--- config.mk ---
export PLATFORM = sky130hd
export DESIGN_NAME = logic_arb
export DESIGN_NICKNAME = d
export VERILOG_FILES = /design/src/rtl/logic_arb.sv
export SDC_FILE = /design/constraint.sdc
export NUM_CORES = 1
export LEC_CHECK = 0
export ABC_AREA = 1
export CORE_MARGIN = 3
export CORE_UTILIZATION = 25
export DETAILED_ROUTE_END_ITERATION = 10
export HOLD_SLACK_MARGIN = 0.05
export PLACE_DENSITY_LB_ADDON = 0.05
export RECOVER_POWER = 100
export SLEW_MARGIN = 20
export SYNTH_ARGS = -nofsm -noshare
export SYNTH_HDL_FRONTEND = slang
export SYNTH_SLANG_ARGS = --single-unit
--- constraint.sdc ---
create_clock -name clk -period 1.2 [get_ports clk]
set_input_delay 0.24 -clock clk [delete_from_list [all_inputs] [get_ports clk]]
set_output_delay 0.24 -clock clk [all_outputs]
set_load 0.02 [all_outputs]
--- src/rtl/logic_arb.sv ---
// logic_arb: two-requester round-robin arbiter that sequences operations
// through one shared 32-bit bitwise logic unit (AND/OR/XOR/NOR).
// One operation is in flight at a time: accept -> execute -> respond.
module logic_arb #(
    parameter int WIDTH = 32
) (
    input  logic             clk,
    input  logic             rst_n,

    input  logic             req_valid_0,
    output logic             req_ready_0,
    input  logic [1:0]       req_op_0,
    input  logic [WIDTH-1:0] req_a_0,
    input  logic [WIDTH-1:0] req_b_0,

    input  logic             req_valid_1,
    output logic             req_ready_1,
    input  logic [1:0]       req_op_1,
    input  logic [WIDTH-1:0] req_a_1,
    input  logic [WIDTH-1:0] req_b_1,

    output logic             rsp_valid_0,
    input  logic             rsp_ready_0,
    output logic             rsp_valid_1,
    input  logic             rsp_ready_1,
    output logic [WIDTH-1:0] rsp_data,

    output logic             busy
);

    typedef enum logic [1:0] {
        IDLE = 2'd0,
        EXEC = 2'd1,
        RESP = 2'd2
    } state_t;

    localparam logic [1:0] OP_AND = 2'b00;
    localparam logic [1:0] OP_OR  = 2'b01;
    localparam logic [1:0] OP_XOR = 2'b10;
    localparam logic [1:0] OP_NOR = 2'b11;

    state_t           r_state;
    state_t           w_next_state;

    logic             r_last;
    logic             r_owner;
    logic [1:0]       r_op;
    logic [WIDTH-1:0] r_a;
    logic [WIDTH-1:0] r_b;
    logic [WIDTH-1:0] r_rsp_data;

    logic             w_grant_0;
    logic             w_grant_1;
    logic             w_accept;
    logic             w_rsp_done;
    logic [WIDTH-1:0] w_result;

    // Round-robin winner: a lone requester always wins; under contention the
    // requester that was not served last wins (r_last==1 favours requester 0).
    always_comb begin
        w_grant_0 = req_valid_0 && (!req_valid_1 || r_last);
        w_grant_1 = req_valid_1 && (!req_valid_0 || !r_last);
    end

    // State register; an asynchronous reset abandons any in-flight operation.
    always_ff @(posedge clk or negedge rst_n) begin
        if (!rst_n) begin
            r_state <= IDLE;
        end else begin
            r_state <= w_next_state;
        end
    end

    // Next-state and handshake outputs, all defaulted before the state decode.
    always_comb begin
        w_next_state = r_state;
        req_ready_0  = 1'b0;
        req_ready_1  = 1'b0;
        rsp_valid_0  = 1'b0;
        rsp_valid_1  = 1'b0;
        w_accept     = 1'b0;
        w_rsp_done   = 1'b0;
        case (r_state)
            IDLE: begin
                req_ready_0 = w_grant_0;
                req_ready_1 = w_grant_1;
                if (w_grant_0 || w_grant_1) begin
                    w_accept     = 1'b1;
                    w_next_state = EXEC;
                end
            end
            EXEC: begin
                w_next_state = RESP;
            end
            RESP: begin
                rsp_valid_0 = !r_owner;
                rsp_valid_1 = r_owner;
                w_rsp_done  = r_owner ? rsp_ready_1 : rsp_ready_0;
                if (w_rsp_done) begin
                    w_next_state = IDLE;
                end
            end
            default: begin
                w_next_state = IDLE;
            end
        endcase
    end

    // Shared bitwise logic unit; every bit is independent, no carries.
    always_comb begin
        case (r_op)
            OP_AND:  w_result = r_a & r_b;
            OP_OR:   w_result = r_a | r_b;
            OP_XOR:  w_result = r_a ^ r_b;
            OP_NOR:  w_result = ~(r_a | r_b);
            default: w_result = '0;
        endcase
    end

    // Operand capture on acceptance and result capture during execute; the
    // last-served pointer moves only when a request is accepted.
    always_ff @(posedge clk or negedge rst_n) begin
        if (!rst_n) begin
            r_last     <= 1'b1;
            r_owner    <= 1'b0;
            r_op       <= '0;
            r_a        <= '0;
            r_b        <= '0;
            r_rsp_data <= '0;
        end else begin
            if (w_accept) begin
                r_owner <= w_grant_1;
                r_last  <= w_grant_1;
                r_op    <= w_grant_1 ? req_op_1 : req_op_0;
                r_a     <= w_grant_1 ? req_a_1  : req_a_0;
                r_b     <= w_grant_1 ? req_b_1  : req_b_0;
            end
            if (r_state == EXEC) begin
                r_rsp_data <= w_result;
            end
        end
    end

    // Result is held in a register so it stays stable under backpressure.
    always_comb begin
        rsp_data = r_rsp_data;
        busy     = (r_state != IDLE);
    end

endmodule

Word-level counts from Yosys, hierarchy flattened --
Index checks and enable logic that the tools add are counted.
Word-level totals: bits in registers 102, input bits 138, output and inout port bits 37
Cells by class: bitwise gates (word level) 4, eq/ne operators 7, reductions and logical operators 13, mux-type cells 14
Operators by type and width (count):
- $pmux W32 S4 | 1
- $mux W32 | 2
- $and A32 B32 Y32 | 1
- $not A32 Y32 | 1
- $or A32 B32 Y32 | 1
- $xor A32 B32 Y32 | 1
- $mux W1 | 7
- $eq A2 B2 Y1 const B | 3
- $mux W2 | 3
- $pmux W2 S3 | 1
- $eq A2 B1 Y1 const B | 2
- $logic_not A1 Y1 | 4
- $logic_not A2 Y1 | 2
- $ne A2 B2 Y1 const B | 2
- $logic_or A1 B1 Y1 | 3
- $logic_and A1 B1 Y1 | 2
- $reduce_and A2 Y1 | 1
- $reduce_bool A2 Y1 | 1

Depth between registers and ports, before layout --
word-level depth 6, mapped depth 7, depth with buffers taken out 7

Worst setup path before layout --
OpenSTA, ideal clock, no wires.
kind register to output, start register r_state[1], end output req_ready_0, arrival time 1062 ps, path slack -102 ps, stages on the path, launching flop included 6, required time 960 ps, buffers on the path 0, cells stage by stage dfrtp_1 -> inv_1 -> nand2_2 -> inv_1 -> nand2_1 -> a21oi_1
On the way: cells in the longest elaborated chain, start to end 2
RTL lines:
- from (decl) | line 42 | state_t r_state;
- from (signal assigned) | line 70 | r_state <= w_next_state;
- $logic_not A2 Y1 | line 83 | case (r_state)
- $mux W1 | line 83
- to (decl) | line 11 | output logic req_ready_0,
Every way passes these cells.

Worst setup path in the final report --
start register r_state[0], end output req_ready_0
The elaborated chain is that of the path after synthesis.

==> impl_metrics.yaml <==
clocking:
  clock-sinks: 102
  cts_buffer_depth: 2
  worst_skew_pair.late_latency_ns: 0.35
  cts_max_level: 3
  clockRootBuffer: "clkbuf_16"
  path_clk_slew_ns: 0.07
  numCtsBuffers: 9
  cts_tree: "yes"
floorplan:
  rows: 61
  coreArea_mm2: 0.0279
  dieArea_mm2: 0.0305
  initial_core_util_pct: 25.5
  io_pins: 175
  die_w_um: 175
  die_y_um: 175
setup_path:
  end_kind: "output port"
  cp.required_ns: 0.96
  cp_max_fo: 2
  critPathLaunchType: "flip-flop"
  arrival_ns: 1.25
  cpMaxStageDelayCell: "dfrtp_1"
  slowest_delay_ns: 0.40
  crit_chain: "inv_2 -> nand2_4 -> inv_4 -> nand2_2 -> a21oi_2 -> buf_4"
  criticalPathCategory: "reg2out"
logic_synthesis:
  synth_cells: 973
  synth_edf_count: 0
  yosysSeqAreaShare_pct: 36.0
  postSynthNetCount: 1175
  syn_area_mm2: 0.00710
  yosys.area.top_type: "dfrtp_1"
  ys_top_cells_by_area: "dfrtp_1 (36%), nand3_1 (14%), ha_1 (11%), inv_1 (9.0%), nand2_1 (7.1%)"
  synth_seq_cells: 102
  yosys-top-cells-count: "nand3_1 (195), inv_1 (170), nand2_1 (134), dfrtp_1 (101), nor2_1 (101)"
  async_reset_ff_share_pct: 100
  synth.distinct_cells: 21
  synth_top_area_share_pct: 35.6
  ys_warn_count: 0
  avgSynthCellArea_um2: 7.30
  ys.flop_type: "dfrtp_1"
  yosysMostFrequentCell: "nand3_1"
hold_path:
  hp-class: "in2reg"
pwr:
  peakVddDrop_mv: 1.29
  p_leak_nw: 5.66
  pwr_density_cell_mw_per_mm2: 2480
  power_mw: 29.8
timing:
  fin_skew_ns: 0.0105
  period_needed_ns: 1.49
  slew_viol_final: 0
  fin_ws_ns: -0.286
  slew_headroom_pct: 60.1
  finalHoldViolCount: 0
  setup_viol: 107
  whs_ns: 0.362
  worst_slew_pin_slew_ns: 0.599
  period_share_pct: 124
  rsz0062_at_grt: "true"
  max_freq_mhz: 673
status:
  failed_checks: "setup timing"
  status: "finished with violations"
global_route:
  grt_overflow: 0
  first_global_vias: 7036
  grt_max_degree: 45
  grt_use_total_pct: 16.9
  grt_pass1_wl_mm: 40.6
  antenna_found_initial: 0
routing:
  vias_per_cell: 4.43
  vias: 7053
  drtIter0Drc: 264
  drc: 0
  ant_nets: 0
  wl_per_cell_um: 17.2
  first_pass_iters: 4
  totalWireLength_mm: 27.4
finish:
  diodes: 0
  layout.nets: 1412
  stdcell_count: 1593
  area_growth_pct: 69.2
  final_util_pct: 43.1
  drive_gt1_share_pct: 30.7
placement:
  place_ws_ns: -0.602
  routabilityCongestion: 0.695
  numPortBuffers: 174
  hpwl_mm: 16.3
  place_inst: 1518
job:
  maxCapViolations: 0
path summary, 6_finish.rpt:
check	start	to	slack, ns	cells past startpoint
worst max-delay path	r_state[0]	req_ready_0	-0.29	6
worst min-delay path	req_valid_1	r_last	0.36	5
worst max register to register	r_state[1]	rsp_data[24]	-0.28	9
worst min register to register	rsp_data[14]	rsp_data[14]	0.50	2
max in group asynchronous	rst_n	r_last	0.07	3
min in group asynchronous	rst_n	rsp_data[24]	0.42	2
layer usage:
| layer | wire length [um] | global-route usage (%) |
|---|---|---|
| met1 | 13600 | 24.2 |
| met5 | 0 | 0 |
| met3 | 952 | 2.82 |
| met4 | 282 | 3.66 |
| met2 | 12600 | 27.0 |
placed cells by master (no fill, tap or decap), drive strengths merged:
cell type,n
o21ai,68
dfrtp,101
dlygate4sd3,1
clkinv,2
bufinv,1
a21oi,1
nand2,137
inv,174
nand3b,66
nor2,103
a31o,1
ha,64
dlygate4sd2,1
nand3,195
clkdlybuf4s50,134
dfstp,1
clkbuf,36
buf,129
registers in the layout, indices dropped and copies added (netlist names):
| signal | cells |
|---|---|
| r_a | 32 |
| r_b | 32 |
| rsp_data | 32 |
| r_op | 2 |
| r_state | 2 |
| r_last | 1 |
| r_owner | 1 |
what timing repair did:
item                                   in CTS  in global routing
endpoints found under the hold margin      12                  0
buffers inserted                           19                 21
resized for setup                         269                219
gates cloned                               15                 11
setup endpoints to repair                 133                110
hold buffers                                1                  0
pin swaps                                  36                 48
metrics by stage:
| step | TNS [ns] | cell area [um^2] |
|---|---|---|
| floorplan | -0.698 | 7120 |
| global placement | -37.23 | 9670 |
| detailed placement | -38.52 | 9670 |
| CTS | -22.02 | 10900 |
| global route | -29.64 | 12000 |
| finish | -23.32 | 12000 |
critical path, delay by kind of cell, from the launching register on:
family | cells | cell delay [ns]
DFF | 1 | 0.40
AOI/OAI and AO/OA | 1 | 0.10
buffers and inverters | 3 | 0.29
and+or+nand+nor | 2 | 0.10
final cells by class:
cell class                 count  area (um^2)
timing repair buffer         291         3410
clock buffer                  10          239
tap                          378          473
clock inverter                 6         66.3
multi-input combinational    635         4620
inverter                     171          644
sequential                   102         2560
fill                        2838        15900
logic make-up (layout without fill, tap and decap cells):
| kind of cell | count (synthesis) | in the layout | synth area share [%] |
|---|---|---|---|
| flip-flops | 102 | 102 | 36.0 |
| AO/OA/AOI/OAI | 70 | 70 | 4.99 |
| AND/OR/NAND/NOR | 500 | 501 | 33.8 |
| adder cells (fa/ha/maj) | 64 | 64 | 11.3 |
| buffers and inverters | 237 | 478 | 14.0 |
report_power, final:
group | internal [mW] | switching, mW
clock network | 1.70 | 1.47
logic | 9.53 | 10.8
registers | 5.26 | 1.07
total | 16.5 | 13.3
Power figures use the tool's default switching activity.
==> RTL change 1 (config.mk and constraints unchanged) <==
Reset style: synchronous (`rst_n`), changed in 2 clocked blocks. Comments in the files are not updated.
--- a/src/rtl/logic_arb.sv
+++ b/src/rtl/logic_arb.sv
@@ -63,7 +63,7 @@
     end
 
     // State register; an asynchronous reset abandons any in-flight operation.
-    always_ff @(posedge clk or negedge rst_n) begin
+    always_ff @(posedge clk) begin
         if (!rst_n) begin
             r_state <= IDLE;
         end else begin
@@ -119,7 +119,7 @@
 
     // Operand capture on acceptance and result capture during execute; the
     // last-served pointer moves only when a request is accepted.
-    always_ff @(posedge clk or negedge rst_n) begin
+    always_ff @(posedge clk) begin
         if (!rst_n) begin
             r_last     <= 1'b1;
             r_owner    <= 1'b0;
Behaviour: differs if rst_n is asserted again (counterexample within 4 cycles, from zero or initial values and one cycle with rst_n low); with rst_n held inactive, the same outputs for 10 cycles.
==> RTL change 1 against the unedited design <==
  * The run still ends with negative setup slack left
  * Critical path depth shrank 2
  * Wire length shrank 15%
  * Global-route usage is 1.3 points lower
  * Synthesized cell count is 15% higher
  * Design area fell by 15%
  * Setup slack improved by 84 ps
  * Synthesized area fell by 4.1%
  * First-iteration DRC count shrank 2.3%
  * Non-clock buffer count decreased by 45
  * Sequential share of layout area shrank 0.80 points
  * Sequential cell count is the same
  * Die area is 3.9% lower
Power is not compared: it rests on default switching activity, and its combinational part moved more than twofold at a synthesized area within 25%.
==> RTL change 1: results (changes against the unedited design) <==
Sequential Power Share: 34.9%
drt pass-1 iters: 4 (unchanged)
hold endpoint: r_b[20]
Seq/Total Area, Yosys: 30.0% (-6.0 points)
Worst Setup EP: busy
wire length per cell: 14.3 um (-17%)
Hold Path Origin: rst_n
met2 Usage GRT: 25.2% (-1.8 points)
met1 usage: 22.0% (-2.2 points)
final worst slack: -203 ps (+83.5 ps)
Crit Reg-Reg Startpoint: r_last
Distinct cells, synth: 15 (-29%)
Synth area leaders: dfxtp_1, nand2_1, nand3_1, ha_1, nor2_1
CP max stage cell: dfxtp_4
RePlAce Congestion: 0.751 (+8.1%)
vias per cell: 4.36 (-1.5%)
Hold Slack: 344 ps (-17.9 ps)
met3 Usage GRT: 2.33% (-0.48 points)
clock skew: 9.11 ps (-1.42 ps)
CTS-repair resized insts: 186 (-31%)
First DRT Iteration DRCs: 258 (-2.3%)
ys flop type: dfxtp_1
WP data arrival: 1160 ps (-90 ps)
Critical R2R Capture: r_b[17]
WL met3: 959 um (+0.74%)
vias in the first global route: 6,989 (-0.67%)
setup bufs post-CTS: 3 (-16)
crit-path max cell delay: 360 ps (-40 ps)
Mapped Nets: 1,321 (+12%)
compound-cell area share of the yosys netlist: 2.81% (-2.2 points)
worst setup path start: r_state[1]
nets@finish: 1,502 (+6.4%)
mux contribution to synthesized area: 0% (unchanged)
first-pass GRT wire length: 36.6 mm (-9.9%)
placed cells: 1,602 (+5.5%)
status: finished, violations left
largest net degree at the start of global routing: 47 (+4.4%)
Hold Path Stages: 4 (-1)
# fillers: 2,909 (+2.5%)
hpwl dp: 15.5 mm (-4.8%)
reg-to-reg slack, setup: -160 ps (+120 ps)
top cells by instance count after synthesis: nand2_1, nor2_1, nand3_1
async set-or-reset flop fraction in the synthesized netlist: 0% (-100 points)
final setup fails: 93 (-13%)
accumulated negative setup slack: -7870 ps (+15,450 ps)
Setup WS pre-CTS: -625 ps (-23.5 ps)
Adder-Cell Fraction of Synth Area: 11.8% (+0.48 points)
drt total wl: 23.4 mm (-15%)
max_slew headroom: 63.3% (+3.2 points)
CP max FO: 3 (+1)
GRT Resource Usage Total: 15.6% (-1.3 points)
failing checks: negative setup slack
M1 wire length: 12.0 mm (-11%)
## RTL change 1: cell types whose count changed in the layout (fill, tap and decap cells not counted), moves of 14 or more
cell / delta
clkbuf_2: +14
dfrtp_1: -99
dfxtp_1: +80
dfxtp_2: +18
inv_1: -67
nand2_1: +250
nand2_4: -43
nand3_1: +53
nand3_2: -41
nand3b_1: -66
nor2_1: +92
o21ai_0: +23
o21ai_1: -36
o21ai_2: -22
## RTL change 1: final cells by class
class / instances / area [um2] / share of cell area (%)
clock buffers: 12 / 246 / 2.43
clock inverters: 4 / 32.5 / 0.321
inverters: 106 / 405 / 4.00
multi-input cells: 835 / 4320 / 42.5
flip-flops and latches: 102 / 2080 / 20.5
well taps: 335 / 419 / 4.13
repair buffers: 246 / 2650 / 26.1
## RTL change 1: kinds of logic (layout without fill, tap and decap cells)
group	Yosys count	after routing
AOI/OAI and AO/OA	36	36
adders and majority gates	64	64
buffers and inverters	182	368
DFF	102	102
and+or+nand+nor	735	735
==> RTL change 2 (same flow settings) <==
Made on the original files. Change the parameter `WIDTH` from 32 to 16.
--- a/src/rtl/logic_arb.sv
+++ b/src/rtl/logic_arb.sv
@@ -2,7 +2,7 @@
 // through one shared 32-bit bitwise logic unit (AND/OR/XOR/NOR).
 // One operation is in flight at a time: accept -> execute -> respond.
 module logic_arb #(
-    parameter int WIDTH = 32
+    parameter int WIDTH = 16
 ) (
     input  logic             clk,
     input  logic             rst_n,
Interface: changed (5 resized); port bits go from 175 to 95. No check against the original RTL was run, so the function may have changed too.
==> RTL change 2 against the unedited design <==
  * The flow still finishes with violations (negative setup slack)
  * Synthesized area decreased by 47%
  * Total power decreased by 51%
  * Non-clock buffer count decreased by 146
  * Sequential cell count decreased by 48
  * Design area decreased by 50%
  * First-iteration DRC count decreased by 46%
  * Register-to-register slack improved by 60 ps
  * Wire length decreased by 56%
  * Setup slack improved by 55 ps
  * Critical path type unchanged
  * Highest routed layer unchanged
==> RTL change 2: results (changes against the unedited design) <==
M1 wire length: 6.24 mm (-54%)
leakage power: 2.84 nW (-50%)
top cells by instance count after synthesis: nand3_1, inv_1, nand2_1
Mapped Nets: 612 (-48%)
clock buffers: 6 (-4)
Clock-cell share: 2.75% (+0.21 points)
Synth area leaders: dfrtp_1, nand3_1, ha_1, inv_1, nand2_1
Clk Latency, worst-skew pair: 300 ps (-50 ps)
status: finished, violations left
top sig layer: met4
Area Overhead vs Synth: 59.7%
multi-input combinational area share: 39.3% (+0.81 points)
Tightest Hold Check Type: in2async
Non-CTS buffers: 145 (-50%)
Slew @ Worst Pin: 450 ps (-149 ps)
largest net degree at the start of global routing: 51 (+13%)
final setup fails: 59 (-45%)
WL met3: 737 um (-23%)
synthesis-stage register bit count: 54 (-47%)
Top Family by Delay on Critical Path: flip-flops
Psw: 6.54 mW (-51%)
met2 WL: 4.96 mm (-61%)
Seq/Total Area, Yosys: 35.7% (-0.25 points)
Clock Tree Buf Depth: 2 (unchanged)
multi-input gates: 330 (-48%)
WP data arrival: 1190 ps (-60 ps)
share of cells above drive strength 1: 28.8% (-1.9 points)
sequential cell area share: 22.4% (+1.1 points)
failing checks: negative setup slack
first-pass GRT wire length: 18.8 mm (-54%)
vias per cell: 4.40 (-0.73%)
Clock Root Buffer: clkbuf_16
H-tree depth: 2 (-1)
crit-path max cell delay: 560 ps (+160 ps)
hpwl dp: 8.10 mm (-50%)
Synth Warn #: 0 (unchanged)
GRT Resource Usage Total: 14.3% (-2.6 points)
n_diodes: 0 (unchanged)
final hold violations: 0 (unchanged)
Peak VDD IR: 0.00107 V (-17%)
nets@finish: 733 (-48%)
Inverters: 91 (-47%)
drt pass-1 iters: 4 (unchanged)
Non-Clock Buffer Area Fraction: 26.1% (-2.2 points)
CP max FO: 3 (+1)
TritonCTS buffer count: 5 (-4)
# fillers: 1,495 (-47%)
wire length per cell: 14.9 um (-14%)
Distinct cells, synth: 21 (unchanged)
Setup WS pre-CTS: -671 ps (-69.0 ps)
async set-or-reset flop fraction in the synthesized netlist: 100% (unchanged)
vias in the first global route: 3,474 (-51%)
RePlAce Congestion: 0.715 (+2.9%)
clock skew: 6.34 ps (-4.19 ps)
First DRT Iteration DRCs: 142 (-46%)
Port-buffer cells: 94 (-46%)
CP max stage cell: dfstp_2
final worst slack: -231 ps (+55.3 ps)
CTS clock-pin slew for the worst setup and hold paths: 70 ps (about the same)
-- RTL change 2: cell types whose count changed in the layout (fill, tap and decap cells not counted), moves of 16 or more --
cell,delta
nand3_2,-33
o21ai_1,-19
ha_1,-32
clkdlybuf4s50_1,-64
nand3_1,-56
nor2_1,-45
nand2_4,-25
dfrtp_1,-46
buf_12,-25
nand2_1,-25
inv_1,-82
buf_4,-19
o21ai_2,-16
nand3b_1,-32
-- RTL change 2: what timing repair did --
action,CTS,global route
cloned,4,7
setup buffers,6,5
gates resized for setup,129,115
hold buffers,1,0
pin swaps,24,14
endpoints found under the setup margin,73,70
hold endpoints to repair,54,0
-- RTL change 2: worst paths after layout --
| check | cells after the start | startpoint | endpoint | slack (ps) |
|---|---|---|---|---|
| worst max register to register | 8 | r_state[1] | r_a[5] | -220 |
| worst min register to register | 2 | rsp_data[15] | rsp_data[15] | 500 |
| worst min-delay path | 2 | rst_n | r_owner | 330 |
| max in group asynchronous | 3 | rst_n | r_a[0] | 100 |
| worst max-delay path | 4 | r_last | req_ready_1 | -230 |
| min in group clk | 4 | req_valid_0 | r_last | 350 |
-- RTL change 2: stage by stage --
stage               std cells  cell area, um2  setup TNS, ps
global placement          783            5060         -20720
detailed placement        783            5060         -22230
global route              812            6050         -14920
floorplan                 506            3790          -18.7
CTS                       802            5620          -8710
finish                    812            6050          -8510
-- RTL change 2: kinds of logic (layout without fill, tap and decap cells) --
| kind of cell | after synthesis | count (layout) | share of synthesized area, % |
|---|---|---|---|
| and+or+nand+nor | 260 | 260 | 33.8 |
| buffers and inverters | 122 | 244 | 14.8 |
| DFF | 54 | 54 | 35.7 |
| AOI/OAI and AO/OA | 38 | 38 | 5.12 |
| adders and majority gates | 32 | 32 | 10.6 |
-- RTL change 2: metal layers --
| layer | vias to the layer above | global-route usage [%] |
|---|---|---|
| li1 | 1842 | - |
| met1 | 1602 | 23.1 |
| met2 | 114 | 19.4 |
| met3 | 11 | 2.72 |
| met4 | 0 | 3.34 |
| met5 | - | 0 |
-- RTL change 2: worst register-to-register path, stage by stage, from the launching register on --
cell	delay, ps
dfrtp_1	380
inv_2	60
nand2_2	60
buf_4	150
nor2_8	230
buf_4	170
buf_6	120
nand3_2	80
o21ai_1	80
-- RTL change 2: power by group through the flow --
stage | registers (mW) | clock network [mW] | logic (mW)
after CTS | 3.35 | 1.74 | 8.77
final | 3.33 | 1.67 | 9.68
after detailed placement | 3.36 | 0 | 7.51
after global placement | 3.34 | 0 | 7.43
after floorplan | 3.57 | 0 | 4.48
after global routing | 3.47 | 1.80 | 10.8
